==> config.mk <==
export PLATFORM = sky130hd
export DESIGN_NAME = gamma_pulse_scheduler
export DESIGN_NICKNAME = d
export VERILOG_FILES = /design/src/rtl/gamma_pulse_scheduler.sv
export SDC_FILE = /design/constraint.sdc
export NUM_CORES = 1
export LEC_CHECK = 0
export ABC_AREA = 1
export BUFFER_PORTS_ARGS = -buffer_cell sky130_fd_sc_hd__buf_2
export CORE_ASPECT_RATIO = 1.75
export CORE_MARGIN = 4
export CORE_UTILIZATION = 53
export CTS_CLUSTER_SIZE = 20
export DETAILED_ROUTE_END_ITERATION = 12
export PLACE_DENSITY_LB_ADDON = 0.2
export SLEW_MARGIN = 20
export SYNTH_ARGS = -nofsm -noshare
export SYNTH_HDL_FRONTEND = slang
export SYNTH_SLANG_ARGS = --single-unit
==> constraint.sdc <==
create_clock -name aclk -period 1.9 [get_ports aclk]
set_input_delay 0 -clock aclk [delete_from_list [all_inputs] [get_ports aclk]]
set_output_delay 0 -clock aclk [all_outputs]
set_load 0.01 [all_outputs]
==> src/rtl/gamma_pulse_scheduler.sv <==
// Gamma-cycle sequencer: accepts a spike-time vector, clears and drives a race-logic
// datapath with pulse-width spikes, timestamps the first datapath output, returns the result.
module gamma_pulse_scheduler #(
  parameter int GAMMA_CYCLE_WIDTH = 16,
  parameter int PULSE_WIDTH       = 8,
  parameter int N_CH              = 2,
  localparam int TW               = $clog2(GAMMA_CYCLE_WIDTH),
  localparam int LIMIT            = GAMMA_CYCLE_WIDTH - PULSE_WIDTH
) (
  input  logic                 aclk,
  input  logic                 grst_n,
  input  logic                 in_valid,
  output logic                 in_ready,
  input  logic [N_CH*TW-1:0]   in_vals,
  output logic [N_CH-1:0]      pulse_o,
  output logic                 dp_grst,
  input  logic                 dp_q,
  output logic                 out_valid,
  input  logic                 out_ready,
  output logic                 out_hit,
  output logic [TW-1:0]        out_time,
  output logic [1:0]           dbg_state
);

  // Handshakes: a transfer happens on a rising edge where valid and ready are both 1;
  // valid/ready are registered, and in_ready and out_valid are never high together.
  typedef enum logic [1:0] {IDLE = 2'd0, CLEAR = 2'd1, ACTIVE = 2'd2, REPORT = 2'd3} state_t;

  localparam logic [TW-1:0] LAST    = TW'(GAMMA_CYCLE_WIDTH - 1);
  localparam logic [TW:0]   LIMIT_W = (TW+1)'(LIMIT);
  localparam logic [TW:0]   PW_W    = (TW+1)'(PULSE_WIDTH);

  state_t               state, state_nx;
  logic [TW-1:0]        tick, tick_nx;
  logic [N_CH*TW-1:0]   vals;
  logic [N_CH-1:0]      pulse_nx;

  assign dbg_state = state;

  always_ff @(posedge aclk or negedge grst_n) begin
    if (!grst_n) state <= IDLE;
    else         state <= state_nx;
  end

  always_comb begin
    state_nx = state;
    case (state)
      IDLE:    if (in_valid)     state_nx = CLEAR;
      CLEAR:                     state_nx = ACTIVE;
      ACTIVE:  if (tick == LAST) state_nx = REPORT;
      REPORT:  if (out_ready)    state_nx = IDLE;
      default:                   state_nx = IDLE;
    endcase
  end

  // Pulses are registered one cycle ahead: compute the pattern for the tick about to start.
  always_comb begin
    tick_nx  = (state == CLEAR) ? '0 : tick + 1'b1;
    pulse_nx = '0;
    for (int i = 0; i < N_CH; i++) begin
      if ((state_nx == ACTIVE) &&
          ({1'b0, vals[i*TW +: TW]} < LIMIT_W) &&
          (tick_nx >= vals[i*TW +: TW]) &&
          ({1'b0, tick_nx} < ({1'b0, vals[i*TW +: TW]} + PW_W)))
        pulse_nx[i] = 1'b1;
    end
  end

  always_ff @(posedge aclk or negedge grst_n) begin
    if (!grst_n) begin
      in_ready  <= 1'b1;
      dp_grst   <= 1'b1;
      out_valid <= 1'b0;
      pulse_o   <= '0;
      out_hit   <= 1'b0;
      out_time  <= '0;
      vals      <= '0;
      tick      <= '0;
    end else begin
      in_ready  <= (state_nx == IDLE);
      dp_grst   <= (state_nx != ACTIVE);
      out_valid <= (state_nx == REPORT);
      pulse_o   <= pulse_nx;
      if (state == IDLE && in_valid) vals <= in_vals;
      case (state)
        CLEAR: begin
          tick     <= '0;
          out_hit  <= 1'b0;
          out_time <= '0;
        end
        ACTIVE: begin
          if (tick != LAST) tick <= tick + 1'b1;
          // Only the first high sample of the gamma cycle is recorded.
          if (!out_hit && dp_q) begin
            out_hit  <= 1'b1;
            out_time <= tick;
          end
        end
        default: ;
      endcase
    end
  end

endmodule

==> results of run 1 <==
layer usage:
metal  track usage, %  up-vias  wire, µm
met4            8.054        0        59
met1            20.38      485       992
met3            2.233        5        84
met5                0        -         0
li1                 -      521         -
met2            36.16       17      1522
cell families (layout without fill, tap and decap cells):
| group | count (synthesis) | after routing |
|---|---|---|
| AND/OR/NAND/NOR | 53 | 53 |
| AO/OA/AOI/OAI | 23 | 23 |
| buffers and inverters | 24 | 59 |
| multiplexers | 2 | 2 |
| XOR/XNOR | 1 | 1 |
| adder cells (fa/ha/maj) | 11 | 11 |
| flip-flops | 24 | 24 |
worst max-delay path, stage by stage (launching register included):
cell and delay (ns):
dfrtp_1 0.42, ha_1 0.31, inv_1 0.08, nor2_2 0.05, ha_1 0.30, nand2_1 0.08, nand2_1 0.06, a21oi_1 0.12
nand2_1 0.06, a21oi_1 0.15, nor2_1 0.05
placed cells by master (no fill, tap or decap), types with 2 or more instances in the layout:
cell type and count:
a21oi_1 14, buf_2 24, buf_4 2, clkbuf_8 3, dfrtp_1 22, dfstp_2 2
dlygate4sd3_1 8, ha_1 11, inv_1 20, inv_2 2, mux2_2 2, nand2_1 18
nand2_2 3, nand3_1 11, nand3b_1 2, nand4_1 3, nor2_1 11, nor3_2 2
o21ai_0 7, o22ai_1 2
layout make-up:
cell class | count | area, µm² | share of cell area (%)
multi-input combinational | 90 | 550.5 | 36.12
inverter | 22 | 82.58 | 5.419
timing repair buffer | 34 | 215.2 | 14.12
clock buffer | 3 | 41.29 | 2.709
sequential | 24 | 603.1 | 39.57
tap | 25 | 31.28 | 2.053
per-stage QoR:
| step | instances | utilization [%] | area (µm²) |
|---|---|---|---|
| floorplan | 138 | - | 1252 |
| global placement | 187 | 61.59 | 1400 |
| detailed placement | 187 | 61.59 | 1400 |
| CTS | 198 | 66.92 | 1521 |
| global route | 198 | 67.03 | 1524 |
| finish | 198 | 67.03 | 1524 |
registers in the layout, summed over array words and instances, names as in the netlist:
name	flops
dp_grst	1
in_ready	1
vals	8
out_valid	1
out_time	4
dbg_state	2
tick	4
pulse_o	2
out_hit	1
what timing repair did:
item	4_1_cts	5_1_grt
setup endpoints to repair	0	2
hold endpoints to repair	29	0
hold buffers	8	0
gates resized for setup	0	1
path summary, 6_finish.rpt:
kind                              from          end  cells after the start
max                            tick[0]   pulse_o[0]                     10
min                         in_vals[6]      vals[6]                      3
max in group asynchronous       grst_n     in_ready                      2
min reg2reg                out_time[2]  out_time[2]                      2
min in group asynchronous       grst_n      out_hit                      2
max reg2reg                    tick[0]   pulse_o[0]                     10
power by group through the flow:
stage	clock network, mW	logic [mW]	registers, mW
CTS	0.303	1.35	0.883
global route	0.327	1.52	0.910
global placement	0	1.26	0.882
floorplan	0	0.930	0.912
detailed placement	0	1.32	0.895
finish	0.298	1.36	0.884
==> out/metrics.csv, run 1 <==
metric;value;unit
top-count cell post-synth;dfrtp_1;
initial core utilization;55.09;%
diode count;0;
number of flops mapped to enable cells by yosys;0;
site row count;23;
internal power;1.410;mW
largest net degree at the start of global routing;25;
Initial DRC Count;16;
final hold violation count;1;
most frequent cells after synthesis;22 x dfrtp_1, 20 x inv_1, 18 x nand2_1;
largest cells by area after synthesis;dfrtp_1 44%, ha_1 11%, inv_1 6.0%;
Slew Viols, Final;0;
asr flop ratio synth;100.0;%
drt via density;5.192;
status;complete, but fails checks;
syn nets;162;
share of cells above drive strength 1;24.86;%
critical path fanouts, max;5;
Critical Path Sink Type;flop;
fin nets;199;
Die ar.;3235;µm²
Synth top area share;43.96;%
ys flop type;dfrtp_1;
post-route minimum period;1.794;ns
Post-CTS Setup Repair Bufs;0;
Final period util;94.44;%
IO buf count;24;
root buffer cell;clkbuf_8;
# fillers;189;
max_slew headroom;64.05;%
Least-Margin Pin Slew;0.5393;ns
core area;2273;µm²
Worst Setup Slack, final;0.1057;ns
count of different cell masters after synthesis;21;
combinational share of power;53.5;%
# clock sinks;24;
max_cap viols;0;
global route overflow;0;
Pre-antenna DRT Iters;4;
clk slew on worst S/H paths;0.08;ns
Max IR drop VDD;0.0009377;V
Mapped Area;1252;µm²
initial antenna violation count;0;
Top-Level Pins;25;
Final setup viols;0;
Syn Inst Count;138;
Min-Delay Path Class;in2reg;
post-synthesis sequential area ratio;48.15;%
Synth Area in Compound Gates;9.391;%
Routed WL per cell;13.43;µm
Pwr Density;1667;nW/µm²
WP data required;2.06;ns
Setup TNS Final;0;ns
Post-Syn Area per Cell;9.076;µm²
sw frac;44.48;%
Pwr Total;2.540;mW
post-detail-place hpwl;2.022;mm
mux cell area share after synthesis;1.798;%
r2r setup slk;0.11;ns
f_max;557.3;MHz
adder-cell share of the synthesized area;10.99;%
failing checks;hold timing;
Leak;0.8264;nW
startpoint type of the worst setup path;flop;
clock share of power;11.7;%
Synth warnings;0;
#FFs+latches synth;24;
Residual DRC;0;
vias in the first global route;1068;
NetSw;1.130;mW
clk buf depth;2;
XOR/XNOR share of the synthesized area;0.6993;%
Die Wd;44.75;µm
CP arrival;1.96;ns
All-Layer GR Usage;19.26;%
DIE HEIGHT;72.31;µm
total number of vias;1028;
Worst Clk Skew;0.002241;ns
CTS buffer count;3;
layout overhead on the synthesized area;21.68;%
crit path kind;reg2reg;
H-tree depth;1;
sequential power share;34.8;%
CTS tree;done;
worst-skew pair later-pin latency;0.27;ns
ANT nets after route;0;
Placer Congestion;0.9601;
first-pass GRT wire length;4.609;mm
leading area contributor after synthesis;dfrtp_1;
RSZ-0062 raised after global routing;no;
hold slack;-0.001804;ns
main combinational cell family by area after synthesis;simple AND/OR/NAND/NOR gates;
Placement Setup Slack;0.1044;ns
simple-gate share of the synthesized area;20.88;%
Routed Wire Length;2.659;mm
No activity file was read; power rests on OpenSTA's default activity.
==> inputs of run 2 (changes only) <==
==> constraint.sdc (replaced) <==
create_clock -name aclk -period 1.81 [get_ports aclk]
set_input_delay 0 -clock aclk [delete_from_list [all_inputs] [get_ports aclk]]
set_output_delay 0 -clock aclk [all_outputs]
set_load 0.01 [all_outputs]
==> out/metrics.csv, run 2 (synthesis results as in run 1) <==
metric;value;unit;change
All-Layer GR Usage;19.25;%;was 19.26%
Placer Congestion;0.9644;;was 0.9601
max_slew headroom;63.95;%;was 64.05%
startpoint type of the worst setup path;flop;;unchanged
initial core utilization;55.09;%;unchanged
Final setup viols;0;;unchanged
final hold violation count;0;;was 1
Design Area, Final;1612;µm²;was 1524 µm²
fin cells;202;;was 198
Top-Level Pins;25;;unchanged
root buffer cell;clkbuf_8;;unchanged
total number of vias;1064;;was 1,028
first-pass GRT wire length;4.567;mm;was 4.609 mm
site row count;23;;unchanged
CTS tree;done;;unchanged
FF-to-FF Start;tick[0];;unchanged
Slew Viols, Final;0;;unchanged
Pwr Total;2.984;mW;was 2.540 mW
WP data required;2.02;ns;was 2.06 ns
Top Usage Layer GRT;met2;;unchanged
Worst Clk Skew;0.003698;ns;was 0.002241 ns
reg-to-reg endpoint;pulse_o[1];;was pulse_o[0]
GR Util met3;3.226;%;was 2.233%
Placed Cells incl. Taps;188;;was 187
post-detail-place hpwl;2.009;mm;was 2.022 mm
Largest regs;vals x8, out_time x4, tick x4;;unchanged
Routed Wire Length;2.819;mm;was 2.659 mm
max_cap viols;0;;unchanged
initial antenna violation count;0;;unchanged
# fillers;182;;was 189
drt via density;5.267;;was 5.192
Die ar.;3235;µm²;unchanged
GR Util met2;33.76;%;was 36.16%
Leak;0.8524;nW;was 0.8264 nW
Critical Path Sink Type;flop;;unchanged
Biggest register;vals;;unchanged
# clock sinks;24;;unchanged
worst path bufs/invs;2;;was 1
diode count;0;;unchanged
worst-path cell chain;buf_4 > nand3_1 > xor2_1 > nor2_2 > buf_4 > ha_1 > nor3_2 > nand2_1 > nor2_1;;was ha_1 > inv_1 > nor2_2 > ha_1 > nand2_1 > nand2_1 > a21oi_1 > nand2_1 > a21oi_1 > nor2_1
CP peak stage delay;0.39;ns;was 0.42 ns
status;completed;;was complete, but fails checks
Most Frequent Cell on Critical Path;buf_4;;was nand2_1
vias in the first global route;1005;;was 1,068
Max IR drop VDD;0.0009997;V;was 0.0009377 V
Least-Margin Pin Slew;0.5407;ns;was 0.5393 ns
Pre-antenna DRT Iters;4;;unchanged
H-tree depth;1;;unchanged
Final period util;97.56;%;was 94.44%
WHS Endpoint;out_valid;;was vals[6]
most frequent cells in the layout;24 x buf_2, 22 x dfrtp_1, 19 x inv_1;;was 24 x buf_2, 22 x dfrtp_1, 20 x inv_1
crit path launch;tick[0];;unchanged
fin nets;202;;was 199
clk slew on worst S/H paths;0.09;ns;was 0.08 ns
worst-skew pair later-pin latency;0.27;ns;about the same
Min-Delay Path Class;in2reg;;unchanged
share of cells above drive strength 1;28.25;%;was 24.86%
GR Util met1;21.96;%;was 20.38%
Pwr Density;1852;nW/µm²;was 1667 nW/µm²
Residual DRC;0;;unchanged
core area;2273;µm²;unchanged
Area after DPL;1408;µm²;was 1400 µm²
crit path kind;reg2reg;;unchanged
global route overflow;0;;unchanged
f_max;566.3;MHz;was 557.3 MHz
r2r setup slk;0.04;ns;was 0.11 ns
DIE HEIGHT;72.31;µm;unchanged
Die Wd;44.75;µm;unchanged
Initial DRC Count;31;;was 16
max FFs per register;8;;unchanged
Routed WL per cell;13.96;µm;was 13.43 µm
CTS buffer count;3;;unchanged
worst hold start;out_ready;;was in_vals[6]
largest net degree at the start of global routing;25;;unchanged
critical path's slowest cell;dfrtp_1;;unchanged
ANT nets after route;0;;unchanged
clk buf depth;2;;unchanged
R2R depth;9;;was 10
IO buf count;24;;unchanged
cell family with most CP delay;simple AND/OR/NAND/NOR gates;;was adder cells
CP arrival;1.98;ns;was 1.96 ns
commonest non-fill, non-tap cell in the layout;buf_2;;unchanged
critical path fanouts, max;4;;was 5
post-route minimum period;1.766;ns;was 1.794 ns
Hold Path Depth;3;;unchanged
layout overhead on the synthesized area;28.67;%;was 21.68%
[run 2: worst register-to-register path: stages (launching register included)]
cell     delay [ns]
dfrtp_1        0.39
buf_4          0.15
nand3_1        0.11
xor2_1         0.27
nor2_2         0.10
buf_4          0.16
ha_1           0.18
nor3_2         0.16
nand2_1        0.07
nor2_1         0.09
[run 2: layout make-up]
type	count	area [µm²]	share of cell area (%)
sequential	24	603.1	37.42
multi-input combinational	90	583.1	36.18
timing repair buffer	37	240.2	14.91
inverter	22	82.58	5.124
clock buffer	3	41.29	2.562
tap	25	31.28	1.941
clock inverter	1	30.03	1.863
[run 2: worst max-delay path by stage]
stage                 endpoint  depth (start not counted)  slack [ns]
floorplan           pulse_o[1]                         12        0.13
global placement    pulse_o[0]                         10        0.12
detailed placement  pulse_o[0]                         10        0.07
CTS                 pulse_o[0]                         10        0.05
global route        pulse_o[0]                          9        -0.1
finish              pulse_o[1]                          9        0.04
[run 2: what timing repair did]
item / CTS / global route
setup endpoints to repair: 0 / 2
hold endpoints to repair: 30 / 0
gates resized for setup: 0 / 6
hold buffers: 9 / 0
buffers inserted: 0 / 1
[run 2: stage by stage]
step	hold slack, ns	TNS [ns]	setup WS (ns)	util [%]
global placement	0.003823	0	0.1211	61.92
finish	0.02046	0	0.04411	70.89
global route	0.03235	-0.1518	-0.09504	70.89
detailed placement	0.01254	0	0.07444	61.92
CTS	0.02369	0	0.05399	69.01
floorplan	-0.2956	0	0.1298	-
[run 2: power by group]
| group | leakage, nW | switching (mW) | internal (mW) |
|---|---|---|---|
| clock | 0.0357 | 0.184 | 0.296 |
| combinational | 0.523 | 0.934 | 0.654 |
| sequential | 0.293 | 0.146 | 0.770 |
[run 2: metal layers]
layer	share of wire, %	vias up
met3	4.9	9
met5	0	-
met1	35	495
li1	-	528
met4	2.8	0
met2	57	32
